==> config.mk <==
export PLATFORM = sky130hd
export DESIGN_NAME = axis_sync_fifo
export DESIGN_NICKNAME = d
export VERILOG_FILES = /design/src/rtl/axis_fifo_pkg.sv /design/src/rtl/axis_fifo_ram.sv /design/src/rtl/axis_sync_fifo.sv
export SDC_FILE = /design/constraint.sdc
export NUM_CORES = 1
export LEC_CHECK = 0
export CAP_MARGIN = 25
export CORE_ASPECT_RATIO = 2
export CORE_UTILIZATION = 49
export DETAILED_ROUTE_END_ITERATION = 10
export PLACE_DENSITY = 0.66
export SYNTH_ARGS = -nofsm -noshare
export SYNTH_HDL_FRONTEND = slang
export SYNTH_SLANG_ARGS = --single-unit
==> constraint.sdc <==
create_clock -name ACLK -period 4.5 [get_ports ACLK]
set_input_delay 0.45 -clock ACLK [delete_from_list [all_inputs] [get_ports ACLK]]
set_output_delay 0.45 -clock ACLK [all_outputs]
set_load 0.005 [all_outputs]
==> src/rtl/axis_fifo_pkg.sv <==
// Shared types and helpers for the AXI4-Stream FIFO.
// Default widths plus the pointer-width helper.
package axis_fifo_pkg;

   localparam int DEF_DATA_WIDTH = 32;
   localparam int DEF_DEPTH      = 16;

   // Layout of one stored beat at the default width; the top
   // re-declares the same layout at its own DATA_WIDTH.
   typedef struct packed {
      logic                      last;
      logic [DEF_DATA_WIDTH-1:0] data;
   } axis_entry_t;

   function automatic int clog2_min1(input int n);
      return (n <= 2) ? 1 : $clog2(n);
   endfunction

endpackage

==> src/rtl/axis_fifo_ram.sv <==
// FIFO storage: registered write port, asynchronous read port.
// Kept separate so it can be swapped for a vendor RAM.
module axis_fifo_ram
   import axis_fifo_pkg::*;
#(
   parameter int WIDTH = DEF_DATA_WIDTH + 1,
   parameter int DEPTH = DEF_DEPTH,
   parameter int AW    = clog2_min1(DEF_DEPTH)
)(
   input  logic             clk,
   input  logic             we,
   input  logic [AW-1:0]    waddr,
   input  logic [WIDTH-1:0] wdata,
   input  logic [AW-1:0]    raddr,
   output logic [WIDTH-1:0] rdata
);

   logic [WIDTH-1:0] mem [DEPTH];

   always_ff @(posedge clk) begin
      if (we) begin
         mem[waddr] <= wdata;
      end
   end

   assign rdata = mem[raddr];

endmodule

==> src/rtl/axis_sync_fifo.sv <==
// Single-clock AXI4-Stream FWFT FIFO with level and threshold flags.
// Define AXIS_FIFO_WATERMARK_EN to add PEAK_LEVEL / PEAK_CLR.
module axis_sync_fifo
   import axis_fifo_pkg::*;
#(
   parameter int DATA_WIDTH = DEF_DATA_WIDTH,
   parameter int DEPTH      = DEF_DEPTH,
   parameter int AF_THRESH  = DEPTH - 2,
   parameter int AE_THRESH  = 2,
   localparam int LW        = $clog2(DEPTH + 1)
)(
   input  logic                  ACLK,
   input  logic                  ARESET_N,
   input  logic                  FLUSH,
   input  logic [DATA_WIDTH-1:0] S_TDATA,
   input  logic                  S_TLAST,
   input  logic                  S_TVALID,
   output logic                  S_TREADY,
   output logic [DATA_WIDTH-1:0] M_TDATA,
   output logic                  M_TLAST,
   output logic                  M_TVALID,
   input  logic                  M_TREADY,
   output logic [LW-1:0]         LEVEL,
   output logic                  ALMOST_FULL,
   output logic                  ALMOST_EMPTY
`ifdef AXIS_FIFO_WATERMARK_EN
   ,
   input  logic                  PEAK_CLR,
   output logic [LW-1:0]         PEAK_LEVEL
`endif
);

   localparam int PW = clog2_min1(DEPTH);

   localparam logic [PW-1:0] PTR_LAST = PW'(DEPTH - 1);
   localparam logic [LW-1:0] LVL_FULL = LW'(DEPTH);
   localparam logic [LW-1:0] AF_LVL   = LW'(AF_THRESH);
   localparam logic [LW-1:0] AE_LVL   = LW'(AE_THRESH);

   typedef struct packed {
      logic                  last;
      logic [DATA_WIDTH-1:0] data;
   } entry_t;

   logic [PW-1:0] wptr_q, wptr_d;
   logic [PW-1:0] rptr_q, rptr_d;
   logic [LW-1:0] level_q, level_d;

   logic   push, pop, we;
   entry_t wr_entry, rd_entry;

   // Handshake outputs come only from registered state.
   assign S_TREADY = (level_q != LVL_FULL);
   assign M_TVALID = (level_q != '0);

   assign push = S_TVALID & S_TREADY;
   assign pop  = M_TVALID & M_TREADY;
   assign we   = push & ~FLUSH;

   assign wr_entry.last = S_TLAST;
   assign wr_entry.data = S_TDATA;

   axis_fifo_ram #(
      .WIDTH ($bits(entry_t)),
      .DEPTH (DEPTH),
      .AW    (PW)
   ) u_ram (
      .clk   (ACLK),
      .we    (we),
      .waddr (wptr_q),
      .wdata (wr_entry),
      .raddr (rptr_q),
      .rdata (rd_entry)
   );

   assign M_TDATA = rd_entry.data;
   assign M_TLAST = rd_entry.last;

   always_comb begin
      wptr_d  = wptr_q;
      rptr_d  = rptr_q;
      level_d = level_q;
      if (FLUSH) begin
         wptr_d  = '0;
         rptr_d  = '0;
         level_d = '0;
      end else begin
         // Explicit wrap so DEPTH need not be a power of two.
         if (push) begin
            wptr_d = (wptr_q == PTR_LAST) ? '0 : wptr_q + PW'(1);
         end
         if (pop) begin
            rptr_d = (rptr_q == PTR_LAST) ? '0 : rptr_q + PW'(1);
         end
         unique case ({push, pop})
            2'b10:   level_d = level_q + LW'(1);
            2'b01:   level_d = level_q - LW'(1);
            default: level_d = level_q;
         endcase
      end
   end

   always_ff @(posedge ACLK or negedge ARESET_N) begin
      if (!ARESET_N) begin
         wptr_q  <= '0;
         rptr_q  <= '0;
         level_q <= '0;
      end else begin
         wptr_q  <= wptr_d;
         rptr_q  <= rptr_d;
         level_q <= level_d;
      end
   end

   assign LEVEL        = level_q;
   assign ALMOST_FULL  = (level_q >= AF_LVL);
   assign ALMOST_EMPTY = (level_q <= AE_LVL);

`ifdef AXIS_FIFO_WATERMARK_EN
   logic [LW-1:0] peak_q, peak_d;

   always_comb begin
      peak_d = peak_q;
      if (PEAK_CLR) begin
         peak_d = level_q;
      end else if (level_q > peak_q) begin
         peak_d = level_q;
      end
   end

   always_ff @(posedge ACLK or negedge ARESET_N) begin
      if (!ARESET_N) begin
         peak_q <= '0;
      end else begin
         peak_q <= peak_d;
      end
   end

   assign PEAK_LEVEL = peak_q;
`endif

endmodule

==> results.txt, run 1 <==
Status - finished clean
R2R Setup Slk - 1.23 ns
Dpl cells - 1474
GPL Wtd Cong - 0.775
Worst slew pin tran - 0.864 ns
EDFF count, synth - 528
Overall power - 0.0118 W
Leakage - 7.32 nW
Final Hold Viols - 0
Avg Cell Area, Syn - 24.0 µm²
Fmax - 0.267 GHz
Drt wl/cell - 27.8 µm
CORE AREA - 41800 µm²
FF+latch count, synth - 541
Die Wd - 148 µm
Clock Latency Late Sink - 0.58 ns
Setup Buffers After CTS - 0
Clock buffer depth - 3
DRT Pass-1 Iters - 5
Antenna Violating Nets Remaining - 0
Fin crit share - 0.832
Share of post-route cells with drive strength above 1 - 0.285
Hold Buf Count CTS - 0
CP Data Arrival Time - 3.29 ns
Met2 Resource Use GR - 0.379
H-tree lvl count - 2
I/O pins - 80
Max VDD drop - 305 µV
Grt met3 use - 0.0238
Worst-path fanout max - 55
Most used routing layer - met2
Final instance area - 24100 µm²
GRT met1 Usage - 0.251
Synth Instances - 866
Synth Net Count - 911
Tot GR Track Use - 0.207
N_diodes - 0
Final wirelength - 43.2 mm
CTS sink count - 541
# DRC - 0
Endpoint class of the critical path - output port
DR vias - 9366
RSZ-0062 raised after global routing - false
Initial antenna violation count - 1
Power Dens Cells - 490 nW/µm²
Clock root cell - clkbuf_16
HP Class - input port to asynchronous set/reset pin
Buffers added on ports - 79
Initial Utilization - 0.498
Fin Clk Skew - 0.0223 ns
Layout filler cell count - 3006
Synth Cell Area - 20800 µm²
Sequential area share after synthesis - 0.778
Number of CTS-inserted buffers - 45
Largest net degree at the start of global routing - 74
First-pass GRT wire length - 63.5 mm
Startpoint Class - flop
Grt total ovfl - 0
Yosys warns - 0
Initial drt markers - 814
Non-Filler Instances - 1558
Row cnt - 106
Min Hold Slack - 0.283 ns
CTS tree - yes
Placed instance area - 22600 µm²
Worst-path clk slew - 0.07 ns
Leading register cell type out of synthesis - edfxtp_1
Nets - 1026
Max Slew Vio Count - 0
DP HPWL - 23.5 mm
Post-synthesis async set-or-reset flop share - 0.0240
CP required - 4.05 ns
Period minus WS final - 3.74 ns
Relative slew slack - 0.424
Fin Setup TNS - 0 ns
# resized after CTS - 0
Vias in the first global route - 9706
Setup CP Type - flop to output port
# setup viols final - 0
Post-synth cell types - 41
Via density per instance - 6.01
Die Ht - 293 µm
Die area - 43300 µm²
# Max-Cap Violations - 0
Area Overhead vs Synth - 15.8%
metal layers:
metal	up-vias	part of all wire
met3	72	0.039
li1	3949	-
met4	0	0.028
met1	5088	0.37
met5	-	0
met2	257	0.56
placed cells by master, fill, tap and decap left out, types with 7 or more instances in the layout:
| cell type | synthesis | routed |
|---|---|---|
| clkinv_2 | 0 | 7 |
| ha_1 | 7 | 7 |
| clkbuf_16 | 0 | 45 |
| buf_12 | 0 | 12 |
| nor2_1 | 25 | 13 |
| dfrtp_1 | 13 | 9 |
| nand2_1 | 15 | 15 |
| edfxtp_1 | 528 | 528 |
| mux4_2 | 165 | 165 |
| a21oi_1 | 10 | 10 |
| clkinv_1 | 0 | 14 |
| o21ai_0 | 7 | 7 |
| nor2_4 | 0 | 12 |
| clkdlybuf4s50_1 | 0 | 79 |
| buf_4 | 6 | 24 |
Yosys cell counts (2+ instances only):
cell type | count | area share
buf_1 | 6 | 0.0011
ha_1 | 7 | 0.0042
nand2_1 | 15 | 0.0027
dfrtp_1 | 13 | 0.016
o21ai_0 | 7 | 0.0017
xor2_1 | 5 | 0.0021
nor3_1 | 8 | 0.0019
mux4_2 | 165 | 0.18
nand3_1 | 4 | 0.00096
mux2i_1 | 3 | 0.0014
buf_4 | 6 | 0.0022
clkbuf_1 | 22 | 0.0040
a21oi_1 | 10 | 0.0024
buf_2 | 12 | 0.0029
inv_1 | 4 | 0.00072
nor2_1 | 25 | 0.0045
or3_1 | 2 | 0.00060
nand2b_1 | 2 | 0.00060
edfxtp_1 | 528 | 0.76
per-stage QoR:
step | utilization | worst slack [ns]
2_1_floorplan | - | 0.363
3_3_place_gp | 0.540 | 1.13
3_5_place_dp | 0.540 | 1.12
4_1_cts | 0.576 | 0.711
5_1_grt | 0.576 | 0.666
6_report | 0.576 | 0.756
power breakdown:
part	switching, W	internal [W]
clock	0.00177	0.00220
sequential	0.000123	0.00562
combinational	0.000892	0.00119
kinds of logic after synthesis:
group	Yosys count	synth area share
adder cells (fa/ha/maj)	7	0.00421
multiplexers	168	0.180
XOR/XNOR	6	0.00253
buffers and inverters	51	0.0114
flip-flops	541	0.778
AO/OA/AOI/OAI	31	0.00969
AND/OR/NAND/NOR	62	0.0135
critical path, stage by stage (launching register included):
cell and delay, ns:
dfrtp_4 0.98, buf_4 0.38, mux4_2 0.33, mux4_2 0.53, clkdlybuf4s50_1 0.47
area by class of cell:
cell class              instances  area (µm²)  area share
flip-flops and latches        541       16200       0.673
multi-input cells             274        4480       0.186
repair buffers                115        1210      0.0503
clock buffers                  49        1140      0.0474
well taps                     540         676      0.0281
clock inverters                35         353      0.0147
inverters                       4        15.0    0.000624
state kept, by name, summed over array words and instances (netlist names):
name	flops
LEVEL	5
rptr_q	4
u_ram.mem	528
wptr_q	4
worst paths after layout:
check	end	from	cells after the start
max reg2reg	LEVEL[4]$_DFFE_PN0P_	LEVEL[2]$_DFFE_PN0P_	10
max	M_TDATA[17]	rptr_q[1]$_DFFE_PN0P_	4
min	rptr_q[0]$_DFFE_PN0P_	ARESET_N	1
min reg2reg	wptr_q[0]$_DFFE_PN0P_	wptr_q[0]$_DFFE_PN0P_	3
min in group ACLK	wptr_q[1]$_DFFE_PN0P_	FLUSH	3
max in group asynchronous	rptr_q[1]$_DFFE_PN0P_	ARESET_N	1
No activity file was read; power rests on OpenSTA's default activity.
==> run 2: changes to the inputs <==
==> constraint.sdc (replaced) <==
create_clock -name ACLK -period 3.5 [get_ports ACLK]
set_input_delay 0.35 -clock ACLK [delete_from_list [all_inputs] [get_ports ACLK]]
set_output_delay 0.35 -clock ACLK [all_outputs]
set_load 0.005 [all_outputs]
==> run 2 against run 1 <==
Hold slack worse by 0.041 ns. Non-clock buffer count is 17 higher. Register-to-register slack worse by 0.84 ns. Sequential power is 28% higher. Clock skew is 0.0034 ns lower. Via count is 1.4% higher. Critical path depth is 1 higher. Global-route usage is 0.34 points higher. Sequential cell count stayed put. Power is 30% higher. Die area stayed put. Final cell count is 1.1% higher. Critical path type unchanged. Largest cell class unchanged.
==> results.txt, run 2 (synthesis gave the netlist of run 1 again) <==
Status - finished clean
Top reg by flops - u_ram.mem
CTS tree - yes
Grt total ovfl - 0 (unchanged)
Worst slew pin tran - 0.770 ns (-0.0940 ns)
Worst-path fanout max - 24 (-56%)
CTS sink count - 541 (unchanged)
Largest net degree at the start of global routing - 64 (-14%)
I/O pins - 80 (unchanged)
CP required - 3.15 ns (-0.90 ns)
Die area - 43300 µm² (unchanged)
RSZ-0062 raised after global routing - false
Via density per instance - 6.03 (+0.28%)
First-pass GRT wire length - 65.1 mm (+2.5%)
Fmax - 0.297 GHz
Overall power - 0.0153 W (+30%)
Max Slew Vio Count - 0 (unchanged)
Endpoint class of the critical path - output port
WL met2 - 23.7 mm (-1.9%)
Row cnt - 106 (unchanged)
Cell mode on critical path - mux4_2
# setup viols final - 0 (unchanged)
CORE AREA - 41800 µm² (unchanged)
Relative slew slack - 0.485 (+0.0611)
Hold Buf Count CTS - 0 (unchanged)
Initial drt markers - 854 (+4.9%)
Fin Clk Skew - 0.0190 ns (-0.00337 ns)
Commonest non-fill, non-tap cell in the layout - edfxtp_1
Power Dens Cells - 631 nW/µm² (+29%)
Leakage - 7.39 nW (+1.0%)
Max FFs per register - 528 (unchanged)
DR vias - 9495 (+1.4%)
Clock Latency Late Sink - 0.57 ns (about the same)
# resized after CTS - 0 (unchanged)
Nets - 1043 (+1.7%)
Met1 wire length - 17.0 mm (+5.1%)
N_diodes - 0 (unchanged)
Setup CP Type - flop to output port
CP Data Arrival Time - 3.01 ns (-0.28 ns)
CP max stage cell - mux4_2
Startpoint Class - flop
R2R Setup Slk - 0.39 ns (-0.84 ns)
Largest delay share family, worst path - multiplexers
Die Ht - 293 µm (unchanged)
Max VDD drop - 403 µV (+32%)
Initial Utilization - 0.498 (unchanged)
# DRC - 0 (unchanged)
Drt wl/cell - 27.7 µm (about the same)
# Max-Cap Violations - 0 (unchanged)
HP Class - input port to asynchronous set/reset pin
Crit. Startpoint - rptr_q[0]$_DFFE_PN0P_
FF-to-FF Start - LEVEL[1]$_DFFE_PN0P_
Worst-path clk slew - 0.07 ns (about the same)
Initial antenna violation count - 1 (unchanged)
H-tree lvl count - 2 (unchanged)
Crit-path max cell delay - 0.54 ns (-0.44 ns)
Clock buffer depth - 3 (unchanged)
Fin crit share - 0.961
Setup Buffers After CTS - 0 (unchanged)
DRT Pass-1 Iters - 4 (-1)
Min Hold Slack - 0.242 ns (-0.0415 ns)
Met3 WL - 1.83 mm (+9.7%)
Final Hold Viols - 0 (unchanged)
Area Overhead vs Synth - 16.5%
Vias in the first global route - 9983 (+2.9%)
Worst reg2reg path endpoint - LEVEL[4]$_DFFE_PN0P_
Worst Path Buf+Inv - 3 (+1)
Fin Setup TNS - 0 ns (unchanged)
Top layer reached by signal wires - met5
Critical path cell sequence - buf_12 > buf_4 > mux4_2 > mux4_2 > clkdlybuf4s50_1
Period minus WS final - 3.36 ns
Number of CTS-inserted buffers - 45 (unchanged)
Layout filler cell count - 2973 (-1.1%)
Tot GR Track Use - 0.210 (+0.00343)
Share of post-route cells with drive strength above 1 - 0.298 (+0.0127)
Buffers added on ports - 79 (unchanged)
Clock root cell - clkbuf_16
Reg2Reg Depth - 11 (+1)
Die Wd - 148 µm (unchanged)
DP HPWL - 24.9 mm (+6.2%)
GPL Wtd Cong - 0.732 (-5.6%)
Final wirelength - 43.7 mm (+0.99%)
Most frequent cells in the layout - edfxtp_1 (528), mux4_2 (165), clkdlybuf4s50_1 (79)
Antenna Violating Nets Remaining - 0 (unchanged)
-- run 2: per-layer routing --
layer / vias up / track usage
met5: - / 0
li1: 3967 / -
met2: 291 / 0.372
met1: 5168 / 0.268
met3: 67 / 0.0261
met4: 2 / 0.0697
-- run 2: final cells by class --
class / instances / area, µm² / share of cell area
Clock buffer: 57 / 1210 / 0.0501
Clock inverter: 27 / 292 / 0.0120
Inverter: 4 / 15.0 / 0.000620
Multi-Input combinational cell: 274 / 4500 / 0.186
Sequential cell: 541 / 16200 / 0.669
Tap cell: 540 / 676 / 0.0279
Timing Repair Buffer: 132 / 1330 / 0.0548
-- run 2: worst reg2reg max path: cells and delay by family, from the launching register on --
kind,cells,cell delay [ns]
flip-flops,1,0.51
XOR/XNOR,1,0.18
AND/OR/NAND/NOR,2,0.81
adder cells (fa/ha/maj),1,0.25
buffers and inverters,1,0.17
AO/OA/AOI/OAI,6,1.14
-- run 2: worst max path at each step --
stage                                            end  cells past startpoint
final                                     M_TDATA[8]                      5
after global routing                     M_TDATA[18]                      4
after CTS                                M_TDATA[18]                      4
after detailed placement        LEVEL[4]$_DFFE_PN0P_                     11
after global placement          LEVEL[4]$_DFFE_PN0P_                     11
after floorplan           u_ram.mem[15][0]$_DFFE_PP_                      6
-- run 2: power by group --
part	leakage [nW]	internal, W	switching, W	total, W
sequential	4.92	0.00723	0.000106	0.00733
combinational	1.74	0.00161	0.00122	0.00283
clock	0.732	0.00285	0.00226	0.00511
total	7.39	0.0117	0.00359	0.0153
-- run 2: metrics by stage --
stage / setup WS (ns) / area (µm²) / utilization / cells
4_1_cts: 0.0768 / 24200 / 0.580 / 1575
3_3_place_gp: 0.477 / 22700 / 0.544 / 1491
2_1_floorplan: 0.246 / 20800 / - / 866
3_5_place_dp: 0.499 / 22700 / 0.544 / 1491
5_1_grt: 0.0181 / 24200 / 0.580 / 1575
6_report: 0.137 / 24200 / 0.580 / 1575
==> patch (flow settings as in run 2) <==
Build with the macro `AXIS_FIFO_WATERMARK_EN` defined.
--- a/src/rtl/axis_sync_fifo.sv
+++ b/src/rtl/axis_sync_fifo.sv
@@ -1,5 +1,7 @@
 // Single-clock AXI4-Stream FWFT FIFO with level and threshold flags.
 // Define AXIS_FIFO_WATERMARK_EN to add PEAK_LEVEL / PEAK_CLR.
+`define AXIS_FIFO_WATERMARK_EN
+
 module axis_sync_fifo
    import axis_fifo_pkg::*;
 #(
Ports: changed (added PEAK_CLR and PEAK_LEVEL); port bits go from 80 to 86. The function was not compared with the original's and may differ.
==> patch against run 2 <==
  * Core utilization up 0.57 points
  * First-iteration DRC count down 10%
  * Clock skew down 0.0018 ns
  * Synthesized cell count up 16%
  * Hold slack worse by 0.079 ns
  * Sequential cell count up 5
  * Die area up 2.7%
  * Synthesized area up 2.7%
  * Final area up 3.6%
  * Power up 3.8%
  * Worst setup slack better by 0.0070 ns
  * Wire length up 5.3%
==> patch: results (changes against run 2) <==
pwr:
  pwr-share-seq_pct: 46.9  # was 48.0%
  pg_comb_uw: 3330  # was 2830 µW
  ir_worst_vdd_uv: 456  # was 403 µV
  power.leakage_uw: 0.00773  # was 0.00739 µW
  p_per_area_nw_per_um2: 633  # was 631 nW/µm²
clock_network:
  h-tree-depth: 2  # unchanged
  cts.clk_slew.worst_paths_ns: 0.07  # about the same
route:
  via_count: 10300  # was 9495
  routed-wl-met3_mm: 1.88  # was 1.83 mm
  wirelength_mm: 46.0  # was 43.7 mm
  met2_length_mm: 25.3  # was 23.7 mm
  wl_per_cell_um: 26.7  # was 27.7 µm
  wl_met1_mm: 17.4  # was 17.0 mm
  dr.pass1.iters: 5  # was 4
  dr.max_layer_used: "met4"  # was met5
  drtIter0Drc: 767  # was 854
global_routing:
  grt_pass1_vias: 11000  # was 9983
  grt.met3_usage_pct: 2.58  # was 2.61%
  use_met1_pct: 26.3  # was 26.8%
  grtUsageMet2_pct: 38.5  # was 37.2%
  grt_max_degree: 37  # was 64
  grt_pass1_wl_mm: 68.5  # was 65.1 mm
cells_and_area:
  drive_above_1_share_pct: 24.0  # was 29.8%
  nets: 1193  # was 1043
  fill_cells: 3129  # was 2973
  largest_reg_flops: 528  # unchanged
worst_setup_path:
  critPathMaxStageDelay_ns: 0.54  # about the same
  crit_family: "buffers and inverters"  # was multiplexers
  crit_path_end: "M_TDATA[9]"  # was M_TDATA[8]
  reg2reg_depth: 8  # was 11
  cp_slowest_cell: "dfrtp_4"  # was mux4_2
  crit_fanout: 27  # was 24
  reg2reg_slack_ns: 0.85  # was 0.39 ns
place:
  port_buffers: 85  # was 79
  dpl_cell_area_um2: 23500  # was 22700 µm²
  dp_hpwl_mm: 26.7  # was 24.9 mm
  place_ws_ns: 0.604  # was 0.499 ns
  place_congestion: 0.764  # was 0.732
  place_inst: 1635  # was 1491
timing:
  layout_min_cycle_time_ns: 3.36  # about the same
  max-slew-margin-rel_pct: 49.9  # was 48.5%
  skew_ns: 0.0172  # was 0.0190 ns
  whs_ns: 0.163  # was 0.242 ns
yosys:
  ys_async_sr_fraction_pct: 3.30  # was 2.40%
  syn_avg_cell_area_um2: 21.2  # was 24.0 µm²
  synthesis.nets: 1058  # was 911
  seq_area_frac_synth_pct: 76.4  # was 77.8%
  yosys-top-cells-count: "edfxtp_1 (528), mux4_2 (132), a21oi_1 (41), mux2i_1 (40), nor2b_1 (34)"  # was edfxtp_1 (528), mux4_2 (165), nor2_1 (25), clkbuf_1 (22), nand2_1 (15)
  synth.area.top_cells: "edfxtp_1 (74%), mux4_2 (14%), dfrtp_1 (2.1%)"  # was edfxtp_1 (76%), mux4_2 (18%), dfrtp_1 (1.6%)
  synth-main-ff-cell: "edfxtp_1"  # unchanged
status:
  outcome: "finished clean"  # unchanged
patch: cell type report:
cell class / count / area [µm²] / share of cell area (%)
Multi-Input combinational cell: 393 / 4900 / 19.5
Clock buffer: 60 / 1220 / 4.88
Sequential cell: 546 / 16300 / 65.1
Antenna cell: 1 / 2.50 / 0.00998
Clock inverter: 18 / 246 / 0.983
Timing Repair Buffer: 146 / 1660 / 6.63
Tap cell: 545 / 682 / 2.72
Inverter: 10 / 37.5 / 0.150
patch: what timing repair did:
| action | in CTS | in global routing |
|---|---|---|
| cloned | 0 | 1 |
| gates resized for setup | 0 | 2 |
| buffers inserted | 1 | 3 |
| setup endpoints to repair | 2 | 15 |
patch: logic make-up after synthesis:
| family | after synthesis | synth area share [%] |
|---|---|---|
| AOI/OAI and AO/OA | 98 | 2.94 |
| xor gates and xnor gates | 6 | 0.246 |
| adders and majority gates | 12 | 0.703 |
| buffers and inverters | 68 | 1.32 |
| DFF | 546 | 76.4 |
| muxes | 176 | 16.0 |
| and+or+nand+nor | 101 | 2.43 |
